--- config.mk ---
export PLATFORM = sky130hd
export DESIGN_NAME = mode_controller
export DESIGN_NICKNAME = d
export VERILOG_FILES = /design/src/rtl/mode_controller.sv
export SDC_FILE = /design/constraint.sdc
export NUM_CORES = 1
export LEC_CHECK = 0
export ABC_AREA = 1
export CAP_MARGIN = 40
export CORE_ASPECT_RATIO = 2
export CORE_MARGIN = 2
export CORE_UTILIZATION = 36
export DETAILED_ROUTE_END_ITERATION = 10
export PLACE_DENSITY = 0.87
export REMOVE_ABC_BUFFERS = 1
export SLEW_MARGIN = 30
export SYNTH_ARGS = -nofsm -noshare
export SYNTH_HDL_FRONTEND = slang
export SYNTH_SLANG_ARGS = --single-unit
--- constraint.sdc ---
create_clock -name CLK -period 2.65 [get_ports CLK]
set_input_delay 0.265 -clock CLK [delete_from_list [all_inputs] [get_ports CLK]]
set_output_delay 0.265 -clock CLK [all_outputs]
set_load 0.02 [all_outputs]
--- src/rtl/mode_controller.sv ---
// Mode/edit controller for a multi-channel time display: button edge detection, mode cycling,
// gated increment strobes and a registered channel-digit mux. Define MODE_CTRL_HOLD_EN to add a display-hold button.
module mode_controller #(
    parameter int         N_MODES   = 4,
    parameter int         DIGITS    = 9,
    parameter logic [7:0] EDIT_MASK = 8'b0000_0011,
    parameter logic [7:0] INC_MASK  = 8'b0000_0100,
    localparam int        MW        = ($clog2(N_MODES) > 1) ? $clog2(N_MODES) : 1,
    localparam int        DW        = DIGITS * 4
) (
    input  logic                  CLK,
    input  logic                  resetn,
    input  logic                  btn_mode,
    input  logic                  btn_edit,
    input  logic                  btn_inc_h,
    input  logic                  btn_inc_m,
`ifdef MODE_CTRL_HOLD_EN
    input  logic                  btn_hold,
`endif
    input  logic [N_MODES*DW-1:0] ch_digits,
    output logic [MW-1:0]         mode,
    output logic                  edit,
    output logic                  inc_h_pulse,
    output logic                  inc_m_pulse,
    output logic                  mode_changed,
    output logic [DW-1:0]         digits_out
);

`ifdef MODE_CTRL_HOLD_EN
    localparam int NB     = 5;
    localparam int B_HOLD = 4;
`else
    localparam int NB     = 4;
`endif
    localparam int B_MODE  = 0;
    localparam int B_EDIT  = 1;
    localparam int B_INC_H = 2;
    localparam int B_INC_M = 3;

    logic [NB-1:0] btn_lvl;
    logic [NB-1:0] btn_prev_d, btn_prev_q;
    logic [NB-1:0] btn_pulse;

    logic [MW-1:0] mode_d, mode_q;
    logic          edit_d, edit_q;
    logic          inc_h_d, inc_h_q;
    logic          inc_m_d, inc_m_q;
    logic          mode_changed_d, mode_changed_q;
    logic [DW-1:0] digits_d, digits_q;

    logic          mode_pulse;
    logic          edit_en;
    logic          inc_fwd_en;
    logic [DW-1:0] ch_sel;

`ifdef MODE_CTRL_HOLD_EN
    typedef enum logic {LIVE, HELD} hold_state_e;
    hold_state_e hold_state_d, hold_state_q;
`endif

    // Edge detect: pulses are combinational from the registered previous level.
    always_comb begin
`ifdef MODE_CTRL_HOLD_EN
        btn_lvl = {btn_hold, btn_inc_m, btn_inc_h, btn_edit, btn_mode};
`else
        btn_lvl = {btn_inc_m, btn_inc_h, btn_edit, btn_mode};
`endif
        btn_prev_d = btn_lvl;
        btn_pulse  = btn_lvl & ~btn_prev_q;
        mode_pulse = btn_pulse[B_MODE];
    end

    // Per-mode capability bits and channel slice, decoded from the current mode.
    always_comb begin
        // NOTE: every always_comb output gets a default first, so no path can infer a latch.
        edit_en    = 1'b0;
        inc_fwd_en = 1'b0;
        ch_sel     = ch_digits[DW-1:0];
        for (int i = 0; i < N_MODES; i++) begin
            if (mode_q == MW'(i)) begin
                edit_en    = EDIT_MASK[i];
                inc_fwd_en = INC_MASK[i];
                ch_sel     = ch_digits[i*DW +: DW];
            end
        end
    end

    always_comb begin
        mode_d         = mode_q;
        edit_d         = edit_q;
        inc_h_d        = 1'b0;
        inc_m_d        = 1'b0;
        mode_changed_d = 1'b0;

        if (mode_pulse) begin
            // A mode change wins over edit and increment requests in the same cycle.
            mode_d         = (mode_q == MW'(N_MODES - 1)) ? '0 : MW'(mode_q + 1'b1);
            mode_changed_d = 1'b1;
            edit_d         = 1'b0;
        end else begin
            if (btn_pulse[B_EDIT] && edit_en) begin
                edit_d = ~edit_q;
            end
            inc_h_d = btn_pulse[B_INC_H] & (edit_q | inc_fwd_en);
            inc_m_d = btn_pulse[B_INC_M] & (edit_q | inc_fwd_en);
        end
    end

`ifdef MODE_CTRL_HOLD_EN
    always_comb begin
        hold_state_d = hold_state_q;
        if (mode_pulse) begin
            hold_state_d = LIVE;
        end else if (btn_pulse[B_HOLD]) begin
            hold_state_d = (hold_state_q == LIVE) ? HELD : LIVE;
        end
        digits_d = (hold_state_q == LIVE) ? ch_sel : digits_q;
    end
`else
    always_comb begin
        digits_d = ch_sel;
    end
`endif

    // Previous levels reset high so a button held through reset release stays silent.
    always_ff @(posedge CLK or negedge resetn) begin
        if (!resetn) begin
            btn_prev_q     <= '1;
            mode_q         <= '0;
            edit_q         <= 1'b0;
            inc_h_q        <= 1'b0;
            inc_m_q        <= 1'b0;
            mode_changed_q <= 1'b0;
            digits_q       <= '0;
        end else begin
            // NOTE: non-blocking assignments so every flop samples pre-edge values.
            btn_prev_q     <= btn_prev_d;
            mode_q         <= mode_d;
            edit_q         <= edit_d;
            inc_h_q        <= inc_h_d;
            inc_m_q        <= inc_m_d;
            mode_changed_q <= mode_changed_d;
            digits_q       <= digits_d;
        end
    end

`ifdef MODE_CTRL_HOLD_EN
    always_ff @(posedge CLK or negedge resetn) begin
        if (!resetn) begin
            hold_state_q <= LIVE;
        end else begin
            hold_state_q <= hold_state_d;
        end
    end
`endif

    assign mode         = mode_q;
    assign edit         = edit_q;
    assign inc_h_pulse  = inc_h_q;
    assign inc_m_pulse  = inc_m_q;
    assign mode_changed = mode_changed_q;
    assign digits_out   = digits_q;

endmodule

# --- Word level (Yosys, flattened, before mapping) ---
# Cells that the tools add are included.
word_totals:
  register_bits: 46
  latchBits: 0
  mem_bits_rw: 0
  rom_bits: 0
  out_inout_bits: 42
  word_cells: 35
  memories: 0
classes:
  add_sub_neg: 1
  multipliers: 0
  div_mod_pow: 0
  n_lt_le_gt_ge: 0
  eq_ne: 3
  shift: 0
  muxes: 15
  bitwise_logic: 6
  reduce_logical: 3
op_table:
  columns: ["cell", "count"]
  rows:
  - ["36-bit two-way mux", 3]
  - ["1-bit two-way mux", 11]
  - ["4-bit AND", 1]
  - ["2-bit == test, second input constant", 2]
  - ["4-bit NOT", 1]
  - ["2-bit by 1-bit adder with 2-bit output, second input constant", 1]
  - ["1-bit AND", 2]
  - ["2-bit by 1-bit == test with 1-bit output, second input constant", 1]
  - ["2-bit logical NOT", 1]
  - ["2-bit two-way mux", 1]
  - ["2-bit nonzero test", 1]
  - ["1-bit logical AND", 1]
  - ["1-bit NOT", 1]
  - ["1-bit bitwise OR", 1]

# --- Longest topological paths before layout ---
# Gate-level depths: netlist (run 1).
logic_depth:
  depth_word: 8
  mapped_depth: 8
  ltp_nobuf: 7

# --- Worst setup path before layout (run 1) ---
# Ideal clock, no wire load.
synth_timing:
  path_type: "flip-flop to flip-flop"
  startpoint: "reg mode_q[0] (netlist: mode[0])"
  endpoint: "reg digits_q[25] (netlist: digits_out[25])"
  t_arrival_ns: 1.353
  slack_ns: 1.171
  path_stages_with_launch: 8
  path_buffers: 1
  period_less_slack_ns: 1.479
  path_cell_list: "dfrtp_1 > inv_1 > ha_1 > inv_2 > nor2_4 > buf_2 > a21boi_0 > o21ai_1"
synth_via:
  elab_chain_cells: 4
synth_lines:
  columns: ["element", "line_no", "source"]
  rows:
  - ["start, declared", "44", "logic [MW-1:0] mode_d, mode_q;"]
  - ["start signal, assigned", "138", "mode_q <= mode_d;"]
  - ["2-bit by 1-bit == test with 1-bit output", "80", "if (mode_q == MW'(i)) begin"]
  - ["36-bit two-way mux (2 in series)", "80", null]
  - ["36-bit two-way mux *", "80", null]
  - ["net ch_sel[25]", "54", "logic [DW-1:0] ch_sel;"]
  - ["end signal, assigned", "143", "digits_q <= digits_d;"]
  - ["end, declared", "49", "logic [DW-1:0] digits_d, digits_q;"]
# Mark *: on every way through the listed nets, which the timed path passes. The rest lies on a longest branch.
# A chain may end at the register's enable or synchronous reset.

# --- Final worst setup path (run 1) ---
layout_timing:
  startpoint: "reg mode_q[0] (netlist: mode[0])"
  endpoint: "reg digits_q[29] (netlist: digits_out[29])"
# Same word-level chain as after synthesis.

==> run metrics, run 1 <==
status finished, violations left; failing checks hold timing; worst endpoint data arrival time 2.41 ns; Cell Area, Synth 2400 um2; Mapped Cells 276; Vias/cell 4.92; DRT Pass-1 Iters 4; Residual DRC 0; grt total ovfl 0; RePlAce Congestion 0.810; WHS -0.0165 ns; GRT Total Usage 23.1%; Avg WL per Cell 15.4 um; Seq/Total Area, Yosys 48.2%; clock share of power 15.5%; simple-gate portion of the synthesized area 15.0%; critical path type reg2reg; first-pass GRT wire length 12.7 mm; RSZ-0062 raised after global routing no; Placement Setup Slack 0.416 ns; slowest CP cell nor2_4; distinct cell type count after synthesis 20; clk_skew 0.00474 ns; Vias 2700; dpl hpwl 6.46 mm; # clock sinks 46; Post-CTS Setup Inserts 0; Lkg Pwr 1.82 nW; Final nets 614; Yosys warnings 0; Slew @ Worst Pin 0.799 ns; count of hold-fix buffers inserted at cts 0; final-report hold violation count 29; top cell type's share of synthesized area 43.8%; input/output buffers 191; Crit path required time 2.86 ns; final WL 8.46 mm; Sequential Power Share 27.3%; P_int 2.45 mW; Final Max Tran Viols 0; Longest Clk Path Bufs 2; dpl cells 541; CTS tree yes; IO Count 192; FP Rows 42; share of cells above drive strength 1 6.51%; commonest non-fill, non-tap cell in the layout clkdlybuf4s50_1; CP endpoint kind flip-flop; number of max-cap violations 0; post-synthesis compound-gate area fraction 28.5%; Max VDD drop 0.568 mV; mux contribution to synthesized area 0%; Comb pwr share 57.2%; Post-Syn Area per Cell 8.69 um2; Routed Antenna Nets 0; max_slew headroom 46.6%; fmax 455 MHz; number of gates resized after cts 0; Psw 1.66 mW; main combinational cell family by area after synthesis compound AO/OA/AOI/OAI gates; Core Area 6520 um2; final worst setup slack 0.451 ns; CP Launch Type flip-flop; Layout area overhead 86.7%; DRT iter0 DRCs 131; fin crit share 83.0%; full die area 7370 um2; initial antenna violation count 0; Final setup viols 0; largest net degree at the start of global routing 47; number of CTS-inserted buffers 5; Design Power 4.11 mW; Worst Path Max Fanout 36; Finished Layout Cells 549; Adder-Cell Fraction of Synth Area 2.09%; crit path time final 2.20 ns; crit-path max cell delay 0.74 ns; #FFs+latches synth 46; Hold WC Path Type in2async; H-tree levels 2; most frequent cells in the layout clkdlybuf4s50_1 (190), dfrtp_1 (42), o21ai_0 (41), nand2_1 (41), nor2_1 (39); Worst-Skew Late Latency 0.28 ns; PwrDens 918 nW/um2; worst-path cell chain ha_1, nor2_4, a21boi_0, o21ai_1; Initial Util 36.8%; ANT cells 0; XOR/XNOR Fraction of Synth Area 0%; TNS Setup 0 ns; post-synth top area cell dfrtp_1; clk slew on worst S/H paths 0.06 ns; CTS root buf clkbuf_16; Die Wd 61.7 um; Chip Height 119 um; vias in the first global route 2729; switching fraction of total power 40.3%; dominant cells by area after synthesis dfrtp_1 (44%), o21ai_0 (8.6%), a21boi_1 (7.2%)
[cells in the mapped netlist (all sizes together)]
cell     n
dfstp    4
nand2   41
nand4    1
dfrtp   42
nor2    41
a21boi  36
inv     10
nand3    3
buf     14
clkbuf   3
ha       4
o21ai   75
nor3b    2
[kinds of logic (layout without fill, tap and decap cells)]
logic type      count (synthesis)  in the layout
compound gates                111            111
simple gates                   88             88
flops                          46             46
buf+inv                        27            212
fa+ha+maj                       4              4
[per-stage QoR]
stage / hold slack, ns / instance area, um2 / util, %
3_3_place_gp: 0.502 / 4330 / 66.4
6_report: -0.0165 / 4480 / 68.7
4_1_cts: 0.00531 / 4480 / 68.7
5_1_grt: 0.0276 / 4480 / 68.7
2_1_floorplan: -0.0306 / 2290 / -
3_5_place_dp: 0.312 / 4330 / 66.4
[critical path, delay by kind of cell, from the launching register on]
family	cells	cell delay (ns)
AND/OR/NAND/NOR	1	0.74
adder cells (fa/ha/maj)	1	0.48
flip-flops	1	0.41
AO/OA/AOI/OAI	2	0.47
[registers in the layout (all words and copies together) (netlist names)]
register	cells
mode	2
inc_h_pulse	1
edit	1
digits_out	36
mode_changed	1
btn_prev_q	4
inc_m_pulse	1
[worst paths after layout]
path	start	endpoint	slack, ns	depth (start not counted)
setup / recovery	mode[0]$_DFFE_PN0P_	digits_out[29]$_DFF_PN0_	0.45	4
hold / removal	resetn	digits_out[8]$_DFF_PN0_	-0.02	1
setup reg to reg	mode[0]$_DFFE_PN0P_	digits_out[29]$_DFF_PN0_	0.45	4
hold reg to reg	edit$_DFFE_PN0P_	edit$_DFFE_PN0P_	0.57	2
max in group asynchronous	resetn	btn_prev_q[0]$_DFF_PN1_	2.10	2
min in group CLK	btn_edit	btn_prev_q[1]$_DFF_PN1_	0.41	1
[final cells by class]
cell class | count | area, um2
Fill cell | 558 | 2040
Timing Repair Buffer | 194 | 1930
Sequential cell | 46 | 1160
Multi-Input combinational cell | 203 | 1090
Clock buffer | 6 | 139
Tap cell | 88 | 110
Inverter | 10 | 37.5
Clock inverter | 2 | 12.5
[routing by layer]
metal	routed length [um]	part of all wire (%)	track usage, %	up-vias
li1	-	-	-	1293
met1	2950	35	24.7	1182
met2	3980	47	38.6	207
met3	1250	15	8.69	18
met4	277	3.3	9.97	0
met5	0	0	0	-
[power groups by stage]
| stage | Clock (mW) | Combinational, mW | Sequential, mW |
|---|---|---|---|
| 2_1_floorplan | 0 | 0.815 | 1.53 |
| 3_3_place_gp | 0 | 2.33 | 1.13 |
| 3_5_place_dp | 0 | 2.38 | 1.14 |
| 4_1_cts | 0.657 | 2.39 | 1.13 |
| 5_1_grt | 0.680 | 2.57 | 1.15 |
| 6_report | 0.637 | 2.35 | 1.12 |
Note: power is estimated with default switching activity, not from simulation.
==> run 2: changes to the inputs <==
--- a/config.mk
+++ b/config.mk
@@ -9,9 +9,9 @@
 export CAP_MARGIN = 40
 export CORE_ASPECT_RATIO = 2
 export CORE_MARGIN = 2
-export CORE_UTILIZATION = 36
+export CORE_UTILIZATION = 33
 export DETAILED_ROUTE_END_ITERATION = 10
-export PLACE_DENSITY = 0.87
+export PLACE_DENSITY = 0.81
 export REMOVE_ABC_BUFFERS = 1
 export SLEW_MARGIN = 30
 export SYNTH_ARGS = -nofsm -noshare
==> constraint.sdc (replaced) <==
create_clock -name CLK -period 2.2 [get_ports CLK]
set_input_delay 0.22 -clock CLK [delete_from_list [all_inputs] [get_ports CLK]]
set_output_delay 0.22 -clock CLK [all_outputs]
set_load 0.02 [all_outputs]
==> run metrics, run 2 (same netlist as run 1, synthesis figures left out) <==
status finished clean; count of hold-fix buffers inserted at cts 0; IO Count 192; Hold WC Path Type in2async; fin crit share 78.9%; worst endpoint data arrival time 1.95 ns; Vias 2729; Placement Setup Slack 0.471 ns; slowest CP cell dfrtp_1; initial antenna violation count 0; final WL 8.52 mm; Die Wd 64.3 um; vias in the first global route 2781; commonest non-fill, non-tap cell in the layout clkdlybuf4s50_1; largest net degree at the start of global routing 47; final-report hold violation count 0; Worst path top cell family by delay buffers and inverters; final worst setup slack 0.463 ns; FP Rows 44; Max VDD drop 0.739 mV; Layout area overhead 89.1%; input/output buffers 191; GRT Total Usage 21.3%; fillcell total 655; Residual DRC 0; R2R setup slack 0.46 ns; Routed Antenna Nets 0; worst-path cell chain inv_1, ha_1, inv_2, nor2_4, buf_4, a21boi_0, o21ai_1; Worst-Skew Late Latency 0.29 ns; DRT Pass-1 Iters 4; crit path time final 1.74 ns; CTS tree yes; H-tree levels 2; Slew @ Worst Pin 0.673 ns; number of gates resized after cts 0; max_slew headroom 55.1%; crit-path max cell delay 0.42 ns; RSZ-0062 raised after global routing no; share of cells above drive strength 1 7.31%; PwrDens 1130 nW/um2; fmax 576 MHz; # clock sinks 46; Final Max Tran Viols 0; Crit path required time 2.41 ns; Avg WL per Cell 15.3 um; clk slew on worst S/H paths 0.07 ns; full die area 8010 um2; Final nets 618; DRT iter0 DRCs 90; Worst Path Buf+Inv 3; dpl hpwl 6.59 mm; Initial Util 33.5%; Reg area 1160 um2; CP Launch Type flip-flop; Multi-input gate area 1090 um2; ANT cells 0; Lkg Pwr 1.85 nW; CTS root buf clkbuf_16; max reg flops 36; Post-CTS Setup Inserts 0; Worst Path Max Fanout 36; TNS Setup 0 ns; Vias/cell 4.90; clk_skew 0.00718 ns; Core Area 7160 um2; Final setup viols 0; Chip Height 125 um; Final Util 63.4%; number of max-cap violations 0; Longest Clk Path Bufs 2; first-pass GRT wire length 13.3 mm; number of CTS-inserted buffers 5; most frequent cells in the layout clkdlybuf4s50_1 (190), dfrtp_1 (42), o21ai_0 (41), nand2_1 (41), nor2_1 (39); WHS 0.0267 ns; critical path type reg2reg; CP endpoint kind flip-flop; RePlAce Congestion 0.781; grt total ovfl 0
## run 2: cell types whose count changed in the layout (fill, tap and decap cells not counted), sizes merged
cell	delta
buf	+4
bufinv	+1
clkbuf	-1
clkinv	+1
clkinvlp	-1
## run 2: cell type report
type / instances / area share, %
multi-input combinational: 203 / 24.1
clock buffer: 5 / 2.76
inverter: 10 / 0.827
timing repair buffer: 198 / 43.5
tap: 92 / 2.54
clock inverter: 3 / 0.882
sequential: 46 / 25.5
## run 2: metal layers
layer,vias up,track usage [%],routed length (um)
li1,1297,-,-
met1,1220,22.8,3080
met2,200,37.0,4120
met3,12,8.76,1150
met4,0,6.88,168
met5,-,0,0
## run 2: power by group
part	leakage, nW	switching, mW	internal, mW	total (mW)
clock	0.0836	0.320	0.532	0.851
sequential	0.546	0.126	1.23	1.35
combinational	1.22	1.58	1.34	2.92
total	1.85	2.03	3.10	5.13
## run 2: final timing paths
kind | from | endpoint | cells past startpoint
worst max-delay path | mode[0]$_DFFE_PN0P_ | digits_out[25]$_DFF_PN0_ | 7
worst min-delay path | resetn | digits_out[4]$_DFF_PN0_ | 2
worst max register to register | mode[0]$_DFFE_PN0P_ | digits_out[25]$_DFF_PN0_ | 7
worst min register to register | edit$_DFFE_PN0P_ | edit$_DFFE_PN0P_ | 2
max in group asynchronous | resetn | digits_out[31]$_DFF_PN0_ | 2
min in group CLK | btn_inc_h | btn_prev_q[2]$_DFF_PN1_ | 1
## run 2: through the flow
step | std cells | area, um2 | power, mW
floorplan | 259 | 2290 | 2.82
global placement | 549 | 4370 | 4.26
detailed placement | 549 | 4370 | 4.33
CTS | 557 | 4540 | 5.19
global route | 557 | 4540 | 5.45
finish | 557 | 4540 | 5.13
==> run 3: changes to the inputs <==
==> constraint.sdc (replaced) <==
create_clock -name CLK -period 1.7 [get_ports CLK]
set_input_delay 0.17 -clock CLK [delete_from_list [all_inputs] [get_ports CLK]]
set_output_delay 0.17 -clock CLK [all_outputs]
set_load 0.02 [all_outputs]
==> run metrics, run 3 (same netlist as run 1, synthesis figures left out) <==
R2R setup slack 0.20 ns; largest net degree at the start of global routing 47; FP Rows 44; PwrDens 1440 nW/um2; commonest non-fill, non-tap cell in the layout clkdlybuf4s50_1; Routed Antenna Nets 0; Hold WC Path Type in2reg; ANT cells 0; TNS Setup 0 ns; share of cells above drive strength 1 8.09%; Design Power 6.57 mW; clk_skew 0.00333 ns; RSZ-0062 raised after global routing no; RePlAce Congestion 0.797; Final Max Tran Viols 0; Multi-input gate area 1090 um2; DRT Pass-1 Iters 4; final worst setup slack 0.187 ns; Reg area 1160 um2; fin crit share 89.0%; fillcell total 612; full die area 8010 um2; number of max-cap violations 0; Initial Util 33.5%; Lkg Pwr 1.87 nW; Layout area overhead 90.7%; Vias/cell 4.84; critical path type reg2out; Final nets 623; WHS 0.309 ns; Placement Setup Slack 0.201 ns; worst endpoint data arrival time 1.34 ns; Worst Path Buf+Inv 1; GRT Total Usage 22.4%; vias in the first global route 2826; CTS root buf clkbuf_16; Worst path top cell family by delay buffers and inverters; H-tree levels 2; number of CTS-inserted buffers 5; Final setup viols 0; Avg WL per Cell 15.1 um; fmax 661 MHz; Worst-Skew Late Latency 0.29 ns; Max VDD drop 0.707 mV; Vias 2718; Core Area 7160 um2; slowest CP cell clkdlybuf4s50_1; max reg flops 36; CP endpoint kind primary output; final-report hold violation count 0; grt total ovfl 0; status finished clean; worst-path cell chain clkdlybuf4s50_1; clk slew on worst S/H paths 0.06 ns; input/output buffers 191; Slew @ Worst Pin 0.325 ns; Final Cell Area 4580 um2; Worst Path Max Fanout 4; CP Launch Type flip-flop; Chip Height 125 um; CTS tree yes; crit path time final 1.51 ns; IO Count 192; Finished Layout Cells 562; most frequent cells in the layout clkdlybuf4s50_1 (190), dfrtp_1 (42), o21ai_0 (41), nand2_1 (41), nor2_1 (39); final WL 8.46 mm; Final Util 64.0%; number of gates resized after cts 0; Longest Clk Path Bufs 2; first-pass GRT wire length 13.9 mm; post-place instance area 4420 um2; Crit path required time 1.53 ns; dpl hpwl 6.67 mm; max_slew headroom 78.1%; crit-path max cell delay 0.65 ns; Residual DRC 0; dpl cells 553; initial antenna violation count 0; # clock sinks 46; Die Wd 64.3 um; DRT iter0 DRCs 174
-- run 3: changes by cell type in the layout (fill, tap and decap cells not counted) --
cell           previous run  this run
clkinv_2                  2         1
buf_4                     6         9
buf_12                    1         2
bufinv_16                 1         0
clkbuf_8                  0         1
clkinvlp_4                0         1
dlygate4sd3_1             0         1
-- run 3: worst paths after layout --
kind | start | end | depth (start not counted)
setup / recovery | mode[1]$_DFFE_PN0P_ | mode[1] | 1
hold / removal | btn_edit | btn_prev_q[1]$_DFF_PN1_ | 1
setup reg to reg | mode[0]$_DFFE_PN0P_ | digits_out[25]$_DFF_PN0_ | 7
hold reg to reg | edit$_DFFE_PN0P_ | edit$_DFFE_PN0P_ | 2
max in group asynchronous | resetn | btn_prev_q[1]$_DFF_PN1_ | 3
min in group asynchronous | resetn | digits_out[4]$_DFF_PN0_ | 3
-- run 3: what timing repair did --
item                      4_1_cts  5_1_grt
setup buffers                   0        0
hold buffers                    1        0
hold endpoints to repair       42        0
-- run 3: cell type report --
class                      count  share of cell area (%)
timing repair buffer         203                    44.2
sequential                    46                    25.3
multi-input combinational    203                    23.9
clock buffer                   6                    3.03
tap                           92                    2.52
inverter                      10                   0.820
clock inverter                 2                   0.273
-- run 3: metal layers --
metal	up-vias	wire length, um	global-route usage (%)
li1	1310	-	-
met3	14	1210	10.1
met1	1197	3060	23.9
met2	197	4000	38.2
met5	-	0	0
met4	0	199	7.76
-- run 3: report_power, final --
part           switching, mW  total (mW)  internal (mW)  leakage [nW]
Combinational           2.03        3.81           1.78          1.25
Sequential             0.161        1.75           1.59         0.546
Clock                  0.422        1.00          0.583        0.0729
